### src/rtl/mem_bus_seq.sv
// ---------------------------------------------------------------------------
// mem_bus_seq
//
// Sequences one memory bus access (32-bit single beat or 64-bit double beat)
// for the bus interface unit. It takes a request from the control unit, loads
// the MAR from the chosen source, and runs one or two bus beats. Each beat
// waits up to TIMEOUT cycles for mem_ack. The access ends with a done pulse,
// or with done and err together if a beat times out.
//
// Ports
//   clk         system clock, rising edge
//   reset_n     asynchronous active-low reset
//   req         access request (sampled only while idle)
//   we          1 = write, 0 = read
//   dword       1 = 64-bit access (two beats), 0 = 32-bit access
//   addr_src    MAR source: 00 REG_OUT, 01 PC, 10 SP, 11 FP
//   mem_ack     memory finished the current beat
//   MAR_En*     MAR load strobes (REG_OUT / PC / SP / FP)
//   inc_en      MAR increment strobe between the two dword beats
//   Rd1_En      capture high word of read data
//   Rd0_En      capture low word of read data
//   WR1OE       drive high write word onto the bus
//   WR0OE       drive low write word onto the bus
//   mem_rd      memory read command
//   mem_wr      memory write command
//   busy        sequencer is not idle
//   done        one-cycle completion pulse
//   err         one-cycle timeout pulse (always together with done)
// ---------------------------------------------------------------------------
module mem_bus_seq #(
    parameter int unsigned TIMEOUT = 15
) (
    input  logic       clk,
    input  logic       reset_n,
    input  logic       req,
    input  logic       we,
    input  logic       dword,
    input  logic [1:0] addr_src,
    input  logic       mem_ack,
    output logic       MAR_En,
    output logic       MAR_En_PC,
    output logic       MAR_En_SP,
    output logic       MAR_En_FP,
    output logic       inc_en,
    output logic       Rd1_En,
    output logic       Rd0_En,
    output logic       WR1OE,
    output logic       WR0OE,
    output logic       mem_rd,
    output logic       mem_wr,
    output logic       busy,
    output logic       done,
    output logic       err
);

    typedef enum logic [2:0] {
        IDLE,
        LOAD,
        ACC0,
        INC,
        ACC1,
        FIN,
        ERR
    } state_t;

    // The wait counter gives up when it reaches this value without an ack.
    localparam logic [7:0] CNT_LAST = 8'(TIMEOUT - 1);

    state_t     state_q, state_d;
    logic       we_q, we_d;
    logic       dword_q, dword_d;
    logic [1:0] src_q, src_d;
    logic [7:0] cnt_q, cnt_d;
    logic       beatHigh;

    // State register, latched command and per-beat wait counter.
    // Reset returns to IDLE and clears the command, so every output drops
    // to zero at once.
    always_ff @(posedge clk or negedge reset_n) begin
        if (!reset_n) begin
            state_q <= IDLE;
            we_q    <= 1'b0;
            dword_q <= 1'b0;
            src_q   <= 2'b00;
            cnt_q   <= 8'd0;
        end else begin
            state_q <= state_d;
            we_q    <= we_d;
            dword_q <= dword_d;
            src_q   <= src_d;
            cnt_q   <= cnt_d;
        end
    end

    // Next-state and output decode. Strobes depend only on the state, with
    // one exception: the read capture strobes also require mem_ack. That
    // way the read buffer captures on the same edge that ends the beat.
    always_comb begin
        state_d   = state_q;
        we_d      = we_q;
        dword_d   = dword_q;
        src_d     = src_q;
        cnt_d     = cnt_q;
        beatHigh  = 1'b0;
        MAR_En    = 1'b0;
        MAR_En_PC = 1'b0;
        MAR_En_SP = 1'b0;
        MAR_En_FP = 1'b0;
        inc_en    = 1'b0;
        Rd1_En    = 1'b0;
        Rd0_En    = 1'b0;
        WR1OE     = 1'b0;
        WR0OE     = 1'b0;
        mem_rd    = 1'b0;
        mem_wr    = 1'b0;
        done      = 1'b0;
        err       = 1'b0;

        unique case (state_q)
            IDLE: begin
                if (req) begin
                    we_d    = we;
                    dword_d = dword;
                    src_d   = addr_src;
                    state_d = LOAD;
                end
            end

            LOAD: begin
                unique case (src_q)
                    2'b00: MAR_En    = 1'b1;
                    2'b01: MAR_En_PC = 1'b1;
                    2'b10: MAR_En_SP = 1'b1;
                    2'b11: MAR_En_FP = 1'b1;
                    default: ;
                endcase
                cnt_d   = 8'd0;
                state_d = ACC0;
            end

            // Big-endian beat mapping: the first beat of a dword uses the
            // high word. The second beat, and any single-word access, uses
            // the low word.
            ACC0, ACC1: begin
                beatHigh = (state_q == ACC0) && dword_q;
                if (we_q) begin
                    mem_wr = 1'b1;
                    WR1OE  = beatHigh;
                    WR0OE  = !beatHigh;
                end else begin
                    mem_rd = 1'b1;
                end
                // An ack in the last allowed cycle still counts as success.
                if (mem_ack) begin
                    if (!we_q) begin
                        Rd1_En = beatHigh;
                        Rd0_En = !beatHigh;
                    end
                    state_d = (state_q == ACC0 && dword_q) ? INC : FIN;
                end else if (cnt_q == CNT_LAST) begin
                    state_d = ERR;
                end else begin
                    cnt_d = cnt_q + 8'd1;
                end
            end

            INC: begin
                inc_en  = 1'b1;
                cnt_d   = 8'd0;
                state_d = ACC1;
            end

            FIN: begin
                done    = 1'b1;
                state_d = IDLE;
            end

            ERR: begin
                done    = 1'b1;
                err     = 1'b1;
                state_d = IDLE;
            end

            default: state_d = IDLE;
        endcase
    end

    assign busy = (state_q != IDLE);

endmodule

### config.mk
export PLATFORM = sky130hd
export DESIGN_NAME = mem_bus_seq
export DESIGN_NICKNAME = d
export VERILOG_FILES = /design/src/rtl/mem_bus_seq.sv
export SDC_FILE = /design/constraint.sdc
export NUM_CORES = 1
export LEC_CHECK = 0
export CAP_MARGIN = 20
export CORE_MARGIN = 2
export CORE_UTILIZATION = 48
export CTS_BUF_LIST = sky130_fd_sc_hd__clkbuf_16
export DETAILED_ROUTE_END_ITERATION = 12
export GPL_ROUTABILITY_DRIVEN = 1
export PLACE_DENSITY = 0.77
export SLEW_MARGIN = 10
export SYNTH_ARGS = -nofsm -noshare
export SYNTH_HDL_FRONTEND = slang
export SYNTH_SLANG_ARGS = --single-unit
export TNS_END_PERCENT = 1
### constraint.sdc
create_clock -name clk -period 1.9 [get_ports clk]
set_input_delay 0.57 -clock clk [delete_from_list [all_inputs] [get_ports clk]]
set_output_delay 0.57 -clock clk [all_outputs]
set_load 0.005 [all_outputs]
==> summary.md <==
| Metric | Value |
|---|---|
| Status | `finished with violations` |
| Failing checks | `negative setup slack` |
| Initial antenna violation count | `0` |
| DRC | `0` |
| Max-Cap Viols | `0` |
| Relative slew slack | `0.7502` |
| Clock Path Buffers | `2` |
| Crit path DAT | `1420 ps` |
| Asr flop ratio synth | `1.000` |
| Total global routing overflow | `0` |
| FF-to-FF path depth | `6` |
| Final net count | `164` |
| Most frequent cells in the layout | `21 x buf_4, 13 x dfrtp_1, 8 x buf_2, 8 x buf_6, 7 x nand2_1` |
| TritonCTS Buffers | `3` |
| Hold Path Class | `flip-flop to flip-flop` |
| Endpoint type of the worst setup path | `output pin` |
| # clock sinks | `15` |
| Worst skew pair latency | `250 ps` |
| Average wire per standard cell | `17.36 um` |
| CTS tree | `done` |
| Initial Utilization | `0.4961` |
| Synthesized area | `943.4 sq um` |
| Mapped Nets | `112` |
| Vias in the first global route | `961` |
| Post-Place Worst Slack | `-554.1 ps` |
| Final WS setup | `-93.16 ps` |
| Hold Path Depth | `1` |
| Final max-slew violation count | `0` |
| DR vias/cell | `5.956` |
| Post-Synth Simple-Gate Area | `0.3170` |
| Yosys warns | `0` |
| Post-synthesis xor/xnor area fraction | `0.03714` |
| Leakage Power | `0.7356 nW` |
| Row cnt | `16` |
| EDFF count, synth | `0` |
| Fin area | `1592 sq um` |
| # IOs | `22` |
| Layout area overhead | `68.70%` |
| Core area | `1902 sq um` |
| Die Height | `48.34 um` |
| Kind of critical path | `flip-flop to output pin` |
| Final Hold Viols | `0` |
| Max stage delay on crit path | `between 400 and 500 ps` |
| Seq/Total Area, Yosys | `0.3979` |
| Crit-path slowest cell | `dfrtp_2` |
| Crit share post-route | `1.049` |
| Placed Cells | `169` |
| Clk root buf | `clkbuf_16` |
| Avg Inst Size Synth | `9.249 sq um` |
| GPL Wtd Cong | `0.8869` |
| Clk_skew | `approximately 1.5 ps` |
| CTS Hold Bufs | `0` |
| Initial DRT Pass Iterations | `4` |
| Port Buffer Count | `21` |
| Mapped Cells | `just over 100` |
| Setup crit start kind | `flip-flop` |
| CP cell instances | `nand2b_4 -> buf_6 -> nor4_4 -> buf_2` |
| Final hold slack | `about 570 ps` |
| Post-synth top flop | `dfrtp_1` |
| First-pass GRT wire length | `4.450 mm` |
| Via count | `1072` |
| H-tree depth | `1` |
| Largest net degree at the start of global routing | `16` |
| Antenna-violating nets left | `0` |
| HPWL after DPL | `1.731 mm` |
| Final worst path period need | `roughly 2000 ps` |
| Adder and majority gate portion of the synthesized area | `0.02653` |
| Fillers | `114` |
| Pwr dens | `1509 nW/um^2` |
| Final wirelength | `3.125 mm` |
| Fin util | `0.8368` |
| Yosys cell types | `37` |
| Actual slew at the worst max-slew pin | `373.9 ps` |
| Clock slew seen by the registers of the worst setup and hold paths | `50 ps` |
| Ant diodes | `0` |
| Max FO, Critical Path | `5` |
| Die area | `2336 sq um` |
| Final setup viols | `6` |
| Die width | `48.34 um` |
| Unrepaired setup endpoints after global routing | `yes` |
| Worst VDD drop | `1.086 mV` |
| Final instance count without filler cells | `180` |
| CP required | `1330 ps` |
| Drt initial violations | `36` |
| Mux cell area share after synthesis | `0.06764` |
| Placed cell areas | `about 1300 sq um` |
| Fraction of the mapped netlist area in compound gates | `0.1233` |
| Layout cells sized above 1 | `0.4837` |
| Tot GR Track Use | `0.2488` |
| Largest family of logic cells by synthesized area | `simple AND/OR/NAND/NOR gates` |
| Flop and latch count out of synthesis | `15` |
| Commonest non-fill, non-tap cell in the layout | `buf_4` |
| Fmax | `501.7 MHz` |
-- cell families (layout without fill, tap and decap cells) --
| kind of cell | after synthesis | after routing |
|---|---|---|
| simple gates | 51 | 51 |
| compound gates | 17 | 17 |
| flops | 15 | 15 |
| buf+inv | 7 | 58 |
| mux | 6 | 6 |
| xor+xnor | 4 | 4 |
| fa+ha+maj | 2 | 2 |
-- what timing repair did --
action | CTS | global route
setup buffers | 6 | 2
endpoints found under the setup margin | 15 | 15
pin swaps | 0 | 7
resized for setup | 51 | 35
-- through the flow --
stage / total power [W] / setup TNS [ps]
after floorplan: 0.0009917 / 0
after global placement: 0.001510 / -2378
after detailed placement: 0.001544 / -2871
after CTS: 0.002136 / -738.8
after global routing: 0.002524 / -792.4
final: 0.002402 / -451.2
-- cell usage after synthesis (all sizes together), types with 2 or more instances --
cell / number / area [sq um]
dfrtp: 15 / 375.4
nor2: 9 / 33.78
nand2: 8 / 30.03
a21oi: 5 / 25.02
nor2b: 5 / 31.28
nand3: 4 / 20.02
o21ai: 4 / 20.02
and3: 3 / 18.77
inv: 3 / 11.26
mux2: 3 / 33.78
mux2i: 3 / 30.03
nor3: 3 / 20.02
xor2: 3 / 26.28
and2: 2 / 12.51
and4: 2 / 20.02
buf: 2 / 10.01
clkbuf: 2 / 7.510
ha: 2 / 25.02
nand2b: 2 / 12.51
nand4: 2 / 12.51
nor3b: 2 / 15.01
nor4: 2 / 12.51
nor4b: 2 / 17.52
or3: 2 / 12.51
-- layer usage --
metal | global-route usage | part of all wire | up-vias
li1 | - | - | 477
met1 | 0.2886 | 0.37 | 524
met2 | 0.4398 | 0.54 | 59
met3 | 0.04012 | 0.060 | 12
met4 | 0.1333 | 0.028 | 0
met5 | 0 | 0 | -
-- registers in the layout (all words and copies together), names as in the netlist --
signal,cells
dword_q,1
src_q,2
state_q,3
we_q,1
cnt_q,8
-- report_power, final --
| part | leakage, nW | total [W] | switching, W | internal [W] |
|---|---|---|---|---|
| Combinational | 0.502 | 0.00142 | 0.000652 | 0.000765 |
| Sequential | 0.193 | 0.000562 | 0.000144 | 0.000418 |
| Clock | 0.0409 | 0.000422 | 0.000141 | 0.000282 |
-- worst max-delay path, delay by kind of cell (launching register included) --
kind / cells / cell delay (ps)
buf+inv: 2 / 280
flops: 1 / 450
simple gates: 2 / 440
-- final timing paths --
path	start	endpoint	slack [ps]
setup / recovery	state_q[2]	MAR_En	-90
hold / removal	cnt_q[4]	cnt_q[4]	570
setup reg to reg	state_q[1]	cnt_q[3]	80
hold reg to reg	cnt_q[4]	cnt_q[4]	570
max in group asynchronous	reset_n	state_q[1]	1050
min in group asynchronous	reset_n	cnt_q[1]	650
-- area by class of cell --
type | count | area, sq um | area share
clock buffer | 3 | 75.07 | 0.04717
clock inverter | 1 | 5.005 | 0.003145
inverter | 3 | 11.26 | 0.007075
multi-input combinational | 80 | 678.2 | 0.4261
sequential | 15 | 377.9 | 0.2374
tap | 27 | 33.78 | 0.02123
timing repair buffer | 51 | 410.4 | 0.2579
No activity file was read; power rests on OpenSTA's default activity.
==> patch 1 (same flow settings) <==
Make the reset (`reset_n`) synchronous in one clocked block. Comments in the files are not updated.
--- a/src/rtl/mem_bus_seq.sv
+++ b/src/rtl/mem_bus_seq.sv
@@ -78,3 +78,3 @@
     // to zero at once.
-    always_ff @(posedge clk or negedge reset_n) begin
+    always_ff @(posedge clk) begin
         if (!reset_n) begin
Check against the original RTL: differs if reset_n is asserted again (counterexample within 4 cycles, from zero or initial values and one cycle with reset_n low); with reset_n held inactive, the same outputs for 10 cycles.
==> patch 1 against the unedited design <==
The flow still finishes with violations (negative setup slack); die area is 3.3% lower; routed wire length is 22% lower; area after synthesis is 3.6% lower; global-route usage is 0.076 points lower; final area is 15% lower; utilization is 6.0 points lower; combinational power is 36% lower; maximum frequency is 3.6% higher; total power is 26% lower; setup slack better by 0.069 ns; sequential cell count stayed put; critical path type unchanged; largest power group unchanged.
==> patch 1: results (changes against the unedited design) <==
Parameter                              Value

Worst setup path
  Largest fanout of any net on the critical path ... 9 (+4)
  Delay-heaviest family, CP ... buffers and inverters
  Start point of the critical path ... state_q[0]
  Largest stage delay, worst path ... 0.38 ns (-0.07 ns)
  Arrival time at the worst endpoint ... 1.35 ns (-0.07 ns)

Synth
  Main area contributors after synthesis ... dfxtp_1 (33%), nor2_1 (4.5%), mux2i_1 (4.4%)
  Post-synthesis sequential area ratio ... 33.0% (-6.8 points)
  Most instantiated cells after synthesis ... dfxtp_1 (15), nor2_1 (11), inv_1 (7), a21oi_1 (6), and3_1 (6)
  Compound-gate portion of the synthesized area ... 11.7% (-0.64 points)
  Average cell area after synthesis ... 8.27 sq um (-11%)
  Adder-cell share of the synthesized area ... 2.75% (+0.099 points)
  Xor/xnor cell area share of the yosys netlist ... 6.60% (+2.9 points)
  Dominant register cell in the synthesized netlist ... dfxtp_1
  Post-synth net total ... 120 (+7.1%)
  Mux share of post-synthesis cell area ... 4.40% (-2.4 points)

Global routing
  Maximum number of pins on one net before global-route repair ... 10 (-6)
  Global-route wire length before repair ... 3.87 mm (-13%)
  Met2 track utilization from global routing ... 36.8% (-7.2 points)
  Met1 layer usage reported by global route ... 31.7% (+2.9 points)
  GRT Util Overall ... 24.8% (-0.076 points)
  Met3 track demand over resource in global routing ... 5.66% (+1.6 points)

Power
  Leakage ... 0.600 nW (-18%)
  Combinational Power ... 0.902 mW (-36%)
  Seq group ... 0.454 mW (-19%)
  Switching power of the nets ... 0.635 mW (-32%)
  Peak VDD IR ... 0.000874 V (-20%)

Drt
  Number of DRC markers in iteration 0 ... 20 (-44%)
  Met1 wire length ... 1.11 mm (-5.0%)
  Via count ... 941 (-12%)
  Amount of wire on met2 after detailed routing ... 1.16 mm (-31%)
  Total detailed-routing wirelength ... 2.44 mm (-22%)

Placement
  Detail Placement HPWL ... 1.66 mm (-4.1%)
  Post-placement cell count ... 166 (-1.8%)
  Routability-driven placement congestion ratio ... 0.800 (-9.8%)
  Post-placement worst setup slack ... -0.549 ns (+0.00498 ns)

Timing
  Worst setup slack after layout ... -0.0240 ns (+0.0692 ns)
  Setup violation total in the final timing report ... 2 (-4)
  Layout Skew ... 0.00328 ns (+0.00175 ns)
  Aggregate negative setup slack ... -0.0243 ns (+0.427 ns)
  Slew at the pin with the worst max-slew slack ... 0.649 ns (+0.275 ns)

Clock network
  Setup Fix Bufs, Post-CTS ... 0 (-6)
  Post-cts gate resize count ... 44 (-14%)

Outcome
  Violated checks ... negative setup slack
  Status ... finished, violations left

Worst hold path
  Origin of the worst min-delay path ... cnt_q[7]

Final layout
  Share of layout cells above drive strength 1 ... 30.3% (-18 points)
patch 1: cell types whose count changed after synthesis, moves of 3 or more:
| cell | before | now |
|---|---|---|
| and3_1 | 3 | 6 |
| buf_6 | 0 | 3 |
| dfrtp_1 | 15 | 0 |
| dfxtp_1 | 0 | 15 |
| inv_1 | 3 | 7 |
| mux2_2 | 3 | 0 |
| nand2_1 | 8 | 2 |
| nor3_1 | 2 | 5 |
| o31ai_1 | 0 | 3 |
| or4_1 | 0 | 3 |
| xnor2_1 | 1 | 4 |
patch 1: path summary, 6_finish.rpt:
kind,to,slack (ns),depth (start not counted)
max reg2reg,cnt_q[3],0.22,5
min,cnt_q[7],0.53,2
max,busy,-0.02,3
min reg2reg,cnt_q[7],0.53,2
patch 1: final cells by class:
type | instances | area, sq um
clock buffer | 3 | 75.1
clock inverter | 1 | 5.00
fill | 126 | 390
inverter | 7 | 28.8
multi-input combinational | 82 | 601
sequential | 15 | 305
tap | 25 | 31.3
timing repair buffer | 37 | 309
==> patch 2 (same settings) <==
Without the edit above. Set the parameter `TIMEOUT` to 7 (it was 15).
--- a/src/rtl/mem_bus_seq.sv
+++ b/src/rtl/mem_bus_seq.sv
@@ -30,3 +30,3 @@
 module mem_bus_seq #(
-    parameter int unsigned TIMEOUT = 15
+    parameter int unsigned TIMEOUT = 7
 ) (
Check against the original RTL: not equivalent (Yosys sat finds a counterexample within 10 cycles, from zero or initial values and one cycle with reset_n low).
==> patch 2 against the unedited design <==
The flow still finishes with violations (negative setup slack); sequential share of layout area up 0.75 points; setup slack got worse by 0.023 ns; final area is 3.4% lower; routed wire length down 7.6%; total power down 2.2%; area after synthesis grew 2.9%; sequential cell count is the same.
==> patch 2: results (changes against the unedited design) <==
Parameter                              Value

Synth
  Adder-cell share of the synthesized area ... 2.58% (-0.075 points)
  Xor/xnor cell area share of the yosys netlist ... 5.28% (+1.6 points)
  Average cell area after synthesis ... 9.71 sq um (+5.0%)
  Compound-gate portion of the synthesized area ... 9.79% (-2.5 points)
  Post-synthesis sequential area ratio ... 38.7% (-1.1 points)

Drt
  Met1 wire length ... 1.10 mm (-5.9%)
  Amount of wire on met2 after detailed routing ... 1.59 mm (-5.5%)
  Number of DRC markers in iteration 0 ... 11 (-69%)
  Length of the first detailed-routing pass in iterations ... 6 (+2)
  Average wire per cell in the routed design ... 16.4 um (-5.5%)

Placement
  Routability-driven placement congestion ratio ... 0.820 (-7.5%)
  Post-placement worst setup slack ... -0.417 ns (+0.137 ns)
  Instance area at placement ... 1360 sq um (+1.5%)
  Post-placement cell count ... 166 (-1.8%)

Timing
  Final hold slack ... 0.552 ns (-0.0200 ns)
  Setup violation total in the final timing report ... 10 (+4)
  Worst setup slack after layout ... -0.117 ns (-0.0235 ns)
  Aggregate negative setup slack ... -0.806 ns (-0.355 ns)
  Worst-case headroom to the max-slew limit ... 69.5% (-5.5 points)

Power
  Sequential group share of total power ... 23.1% (-0.3 points)
  Net switching share of the total power ... 38.2% (-0.77 points)
  Peak VDD IR ... 0.00115 V (+5.5%)

Worst setup path
  Last element of the critical path ... inc_en
  Reg2reg path depth ... 7 (+1)
  Startpoint of the worst register-to-register path ... state_q[2]

Global routing
  Met2 track utilization from global routing ... 49.3% (+5.3 points)
  Vias in the first global route ... 1032 (+7.4%)

Outcome
  Status ... finished, violations left
  Violated checks ... negative setup slack

Final layout
  Final-layout fill cell count ... 130 (+14%)
  Share of layout cells above drive strength 1 ... 46.3% (-2.1 points)

Worst hold path
  Origin of the worst min-delay path ... cnt_q[7]
  Number of instances on the worst hold path ... 2 (+1)

Clock network
  Post-cts gate resize count ... 53 (+3.9%)
==> patch 2: cell type report <==
type | count | area [sq um] | area share, %
Clock buffer | 3 | 75.1 | 4.88
Sequential cell | 15 | 377 | 24.5
Inverter | 2 | 7.51 | 0.488
Timing Repair Buffer | 49 | 380 | 24.7
Tap cell | 27 | 33.8 | 2.20
Multi-Input combinational cell | 79 | 659 | 42.9
Clock inverter | 1 | 5.00 | 0.325
==> patch 2: critical path, stage by stage, from the launching register on <==
cell and delay (ns):
dfrtp_1 0.42, and2b_1 0.22, buf_4 0.16, and2_1 0.15, dlygate4sd2_1 0.25
==> patch 2: kinds of logic (layout without fill, tap and decap cells) <==
group	after synthesis	in the layout
adders and majority gates	2	2
DFF	15	15
xor gates and xnor gates	5	5
muxes	8	8
AOI/OAI and AO/OA	13	13
buffers and inverters	6	55
and+or+nand+nor	51	51
